File: config.mk
export PLATFORM = sky130hd
export DESIGN_NAME = stage_fetch
export DESIGN_NICKNAME = d
export VERILOG_FILES = /design/src/rtl/stage_fetch.sv
export SDC_FILE = /design/constraint.sdc
export NUM_CORES = 1
export LEC_CHECK = 0
export ABC_AREA = 1
export CORE_AREA = 10 10 192 194
export CTS_CLUSTER_DIAMETER = 60
export DETAILED_ROUTE_END_ITERATION = 7
export DIE_AREA = 0 0 202 204
export PLACE_DENSITY_LB_ADDON = 0.12
export RECOVER_POWER = 25
export SLEW_MARGIN = 5
export SYNTH_ARGS = -nofsm -noshare
export SYNTH_HDL_FRONTEND = slang
export SYNTH_SLANG_ARGS = --single-unit
export TNS_END_PERCENT = 1
File: constraint.sdc
create_clock -name clk -period 3.6 [get_ports clk]
set_clock_uncertainty 0.05 [all_clocks]
set_input_delay 0.72 -clock clk [delete_from_list [all_inputs] [get_ports clk]]
set_output_delay 0.72 -clock clk [all_outputs]
set_load 0.03 [all_outputs]
File: src/rtl/stage_fetch.sv
// Instruction fetch stage: owns the PC, issues synchronous-read imem requests and
// presents each returned instruction to decode, holding it stable across decode stalls.

package stage_fetch_pkg;

    typedef struct packed {
        logic        valid;
        logic [31:0] pc;
        logic [31:0] pc_plus_four;
    } if_id_reg_t;

endpackage

module stage_fetch
    import stage_fetch_pkg::*;
#(
    parameter logic [31:0] RESET_PC = 32'h0000_0000
) (
    input  logic        clk,
    input  logic        rst_ni,
    input  logic        stall_i,
    input  logic        br_taken_i,
    input  logic [31:0] br_addr_i,
    input  logic        jal_i,
    input  logic [31:0] jal_addr_i,
    output logic        imem_req_o,
    output logic [31:0] imem_addr_o,
    input  logic [31:0] imem_rdata_i,
    output logic [31:0] instr_o,
    output if_id_reg_t  if_id_o
);

    localparam logic [0:0] RUN  = 1'b0;
    localparam logic [0:0] HOLD = 1'b1;

    logic [31:0] pc_r;
    logic        rsp_valid_r;
    logic [31:0] rsp_pc_r;
    logic [31:0] hold_instr_r;
    logic [31:0] hold_pc_r;
    logic [0:0]  state_r;

    logic        redir;
    logic [31:0] redir_sel;
    logic [31:0] redir_target;
    logic        issue;
    logic        out_valid;
    logic [31:0] out_pc;

    // Execute redirect beats decode; a decode redirect is only real if decode advances.
    assign redir        = br_taken_i | (jal_i & ~stall_i);
    assign redir_sel    = br_taken_i ? br_addr_i : jal_addr_i;
    assign redir_target = redir_sel & ~32'h0000_0003;

    assign issue       = ~stall_i & ~redir & (state_r == RUN);
    assign imem_req_o  = issue & rst_ni;
    assign imem_addr_o = pc_r;

    always_comb begin
        // NOTE: every output gets a default before the branch so no path infers a latch.
        instr_o   = imem_rdata_i;
        out_pc    = rsp_pc_r;
        out_valid = rsp_valid_r;
        if (state_r == HOLD) begin
            instr_o   = hold_instr_r;
            out_pc    = hold_pc_r;
            out_valid = 1'b1;
        end
    end

    assign if_id_o = '{valid: out_valid, pc: out_pc, pc_plus_four: out_pc + 32'd4};

    always_ff @(posedge clk or negedge rst_ni) begin
        if (!rst_ni) begin
            pc_r         <= RESET_PC;
            rsp_valid_r  <= 1'b0;
            rsp_pc_r     <= RESET_PC;
            // NOTE: the hold buffer is cleared on reset so HOLD outputs are never X.
            hold_instr_r <= '0;
            hold_pc_r    <= '0;
            state_r      <= RUN;
        end else begin
            // NOTE: state uses non-blocking assignments so every read sees last cycle's value.
            if (redir) begin
                pc_r <= redir_target;
            end else if (issue) begin
                pc_r <= pc_r + 32'd4;
            end

            rsp_valid_r <= issue;
            if (issue) begin
                rsp_pc_r <= pc_r;
            end

            if (state_r == RUN) begin
                if (rsp_valid_r && stall_i && !redir) begin
                    state_r      <= HOLD;
                    hold_instr_r <= imem_rdata_i;
                    hold_pc_r    <= rsp_pc_r;
                end
            end else begin
                // Leaving HOLD consumes or drops the held word; the request resumes next cycle.
                if (redir || !stall_i) begin
                    state_r <= RUN;
                end
            end
        end
    end

endmodule
==> metrics.txt <==
status=finished with violations; failing checks=max-capacitance violations, max-slew violations; Final Hold Vio Count=0; Critical Path Fanout Max=46; Arr. time, crit path=2.69 ns; endpoints failing setup=0; FMAX=between 0.2 and 0.3 GHz; later-pin clock latency in the skew report=0.42 ns; asr flop ratio synth=1.00; most common cell in the netlist=nand2_1; CTS tree=built; Crit Path Class=flip-flop to output pin; area of the mapped netlist=8140 µm²; core area=33,100 µm²; htree depth=4; commonest cells in the netlist=nand2_1, inv_1, dfrtp_1; IO Count=231; Post-route DRC=0; Buffers on Ports=220; number of global-route vias before repair=7,847; share of Yosys cell area claimed by the top area cell type=0.381; NumNets Final=approximately 1,500; worst path cell trace=inv_16 -> nand2_2 -> nand2_2 -> ha_2 -> nand3_2 -> nor2_1 -> nand2_1 -> xor2_1 -> buf_12; sequential cell area fraction in the yosys report=0.381; Synth Area per Inst=about 6.5 µm²; Synth cell types=41; Worst-path clk slew=0.06 ns; worst rel slew slack=-0.195; critical path capture point type=output pin; RSZ-0062 raised after global routing=true; post-CTS setup buffer count=0; first-pass GRT wire length=between 40,000 and 50,000 µm; FF+latch count, synth=124; HPWL after DPL=approximately 23,000 µm; root buf cell=clkbuf_16; row cnt=67; P_leak=5.25 nW; CP startpoint kind=flip-flop; Power Total=0.00569 W; Final GP Congestion=~0.87; routed length per instance=15.3 µm; pin count of the biggest net entering global routing=125; Starting Density=0.246; synth-to-layout area growth=39.8%; FILL cells=3,598; share of layout cells above drive strength 1=0.0968; post-route setup TNS=0 ns; Final Max Tran Viols=125; number of buffers created by CTS=17; die area=41,200 µm²; CTS Sinks=124; via count=8,067; slowest stage delay, CP=~0.61 ns; Routed Antenna Nets=0; chip height=204 µm; DRT Wirelength=around 29,000 µm; Buf/Inv on CP=2; VDD IR max=around 330 µV; drt first pass iters=4; cell class contributing the biggest share of worst-path delay=simple AND/OR/NAND/NOR gates; Hold Crit Class=flip-flop to flip-flop; Most common cell on crit path=nand2_2; worst-case clock buffer depth=2; ANT cells=0; Synth Instances=roughly 1,200; antenna violations before repair=0; top_reg_cell synth=dfrtp_1; DIE WIDTH=202 µm; Worst EP required=2.83 ns; grt ovf=0; Tot GR Track Use=0.141; routed vias/inst=4.23; EDFF count, synth=0; maxcap violations=1; CP max-delay cell=dfrtp_4; Tmin final=3.46 ns; P per Cell Area=around 500 nW/µm²; synth warn=0; period utilization=0.961; Synth area leaders=dfrtp_1, nand2_1, o21ai_0, inv_1, nor2_1; First DRT Iteration DRCs=438; area leader, netlist=dfrtp_1; worst-margin pin slew=~1.8 ns
placed cells by master, fill, tap and decap left out, drive strengths merged, types with 22 or more instances in the layout:
cell type and instances:
inv 139, nand2 530, nor2 122, clkbuf 22, clkdlybuf4s50 192, o21ai 130, buf 38, nand3 58
xor2 23, dfrtp 124
registers in the layout (all words and copies together), names as in the netlist:
register / flops
state_r: 1
hold_pc_r: 30
hold_instr_r: 32
rsp_valid_r: 1
rsp_pc_r: 30
imem_addr_o: 30
final timing paths:
kind | to | slack [ns] | startpoint | cells after the start
worst max-delay path | if_id_o[18] | 0.14 | state_r$_DFF_PN0_ | 9
worst min-delay path | hold_pc_r[29]$_DFFE_PN0P_ | 0.43 | hold_pc_r[29]$_DFFE_PN0P_ | 2
worst max register to register | imem_addr_o[19]$_DFFE_PN0P_ | 1.28 | state_r$_DFF_PN0_ | 8
worst min register to register | hold_pc_r[29]$_DFFE_PN0P_ | 0.43 | hold_pc_r[29]$_DFFE_PN0P_ | 2
max in group asynchronous | state_r$_DFF_PN0_ | 1.29 | rst_ni | 2
min in group asynchronous | hold_instr_r[15]$_DFFE_PN0P_ | 0.88 | rst_ni | 2
routing by layer:
metal,vias to the layer above,track usage,wire length (µm)
li1,4251,-,-
met1,3614,0.202,15100
met2,182,0.202,12100
met3,20,0.0414,1670
met4,0,0.0370,342
met5,-,0,0
timing repair:
item	in CTS	in global routing
gates resized for setup	2	7
endpoints found under the setup margin	6	9
hold buffers	0	0
pin swaps	0	0
layout make-up:
class / instances / area [µm²] / share of cell area
Timing Repair Buffer: 235 / 2380 / 0.209
Clock buffer: 20 / 447 / 0.0392
Tap cell: 448 / 561 / 0.0492
Clock inverter: 12 / 140 / 0.0123
Inverter: 137 / 531 / 0.0466
Sequential cell: 124 / 3110 / 0.273
Multi-Input combinational cell: 929 / 4220 / 0.370
cell families (layout without fill, tap and decap cells):
group                      Yosys count  count (layout)  share of synthesized area
and+or+nand+nor                    737             737                      0.374
xor gates and xnor gates            27              27                     0.0290
AOI/OAI and AO/OA                  156             156                      0.104
DFF                                124             124                      0.381
adders and majority gates            2               2                    0.00307
other                                1               6                   0.000461
buffers and inverters              195             404                      0.107
muxes                                1               1                    0.00138
stage by stage:
| stage | hold slack [ns] | cell area [µm²] | instances | worst slack [ns] | util |
|---|---|---|---|---|---|
| 6_report | 0.433 | 11400 | 1905 | 0.139 | 0.344 |
| 4_1_cts | 0.407 | 11400 | 1905 | 0.0164 | 0.343 |
| 2_1_floorplan | 0.374 | 8160 | 1248 | 0.635 | - |
| 5_1_grt | 0.459 | 11400 | 1905 | -0.0369 | 0.344 |
| 3_5_place_dp | 0.423 | 10800 | 1873 | 0.413 | 0.325 |
| 3_3_place_gp | 0.416 | 10800 | 1873 | 0.423 | 0.325 |
where the power goes:
group / total [W] / internal [W] / leakage (nW) / switching (W)
registers: 0.00192 / 0.00167 / 1.54 / 0.000241
logic: 0.00207 / 0.000791 / 3.43 / 0.00128
clock network: 0.00170 / 0.00104 / 0.277 / 0.000661
total: 0.00569 / 0.00351 / 5.25 / 0.00218
tightest hold or removal path: cells and delay by family, from the launching register on:
family | cells | cell delay [ns]
flops | 1 | 0.34
simple gates | 1 | 0.05
compound gates | 1 | 0.06
Note: power is estimated with default switching activity, not from simulation.
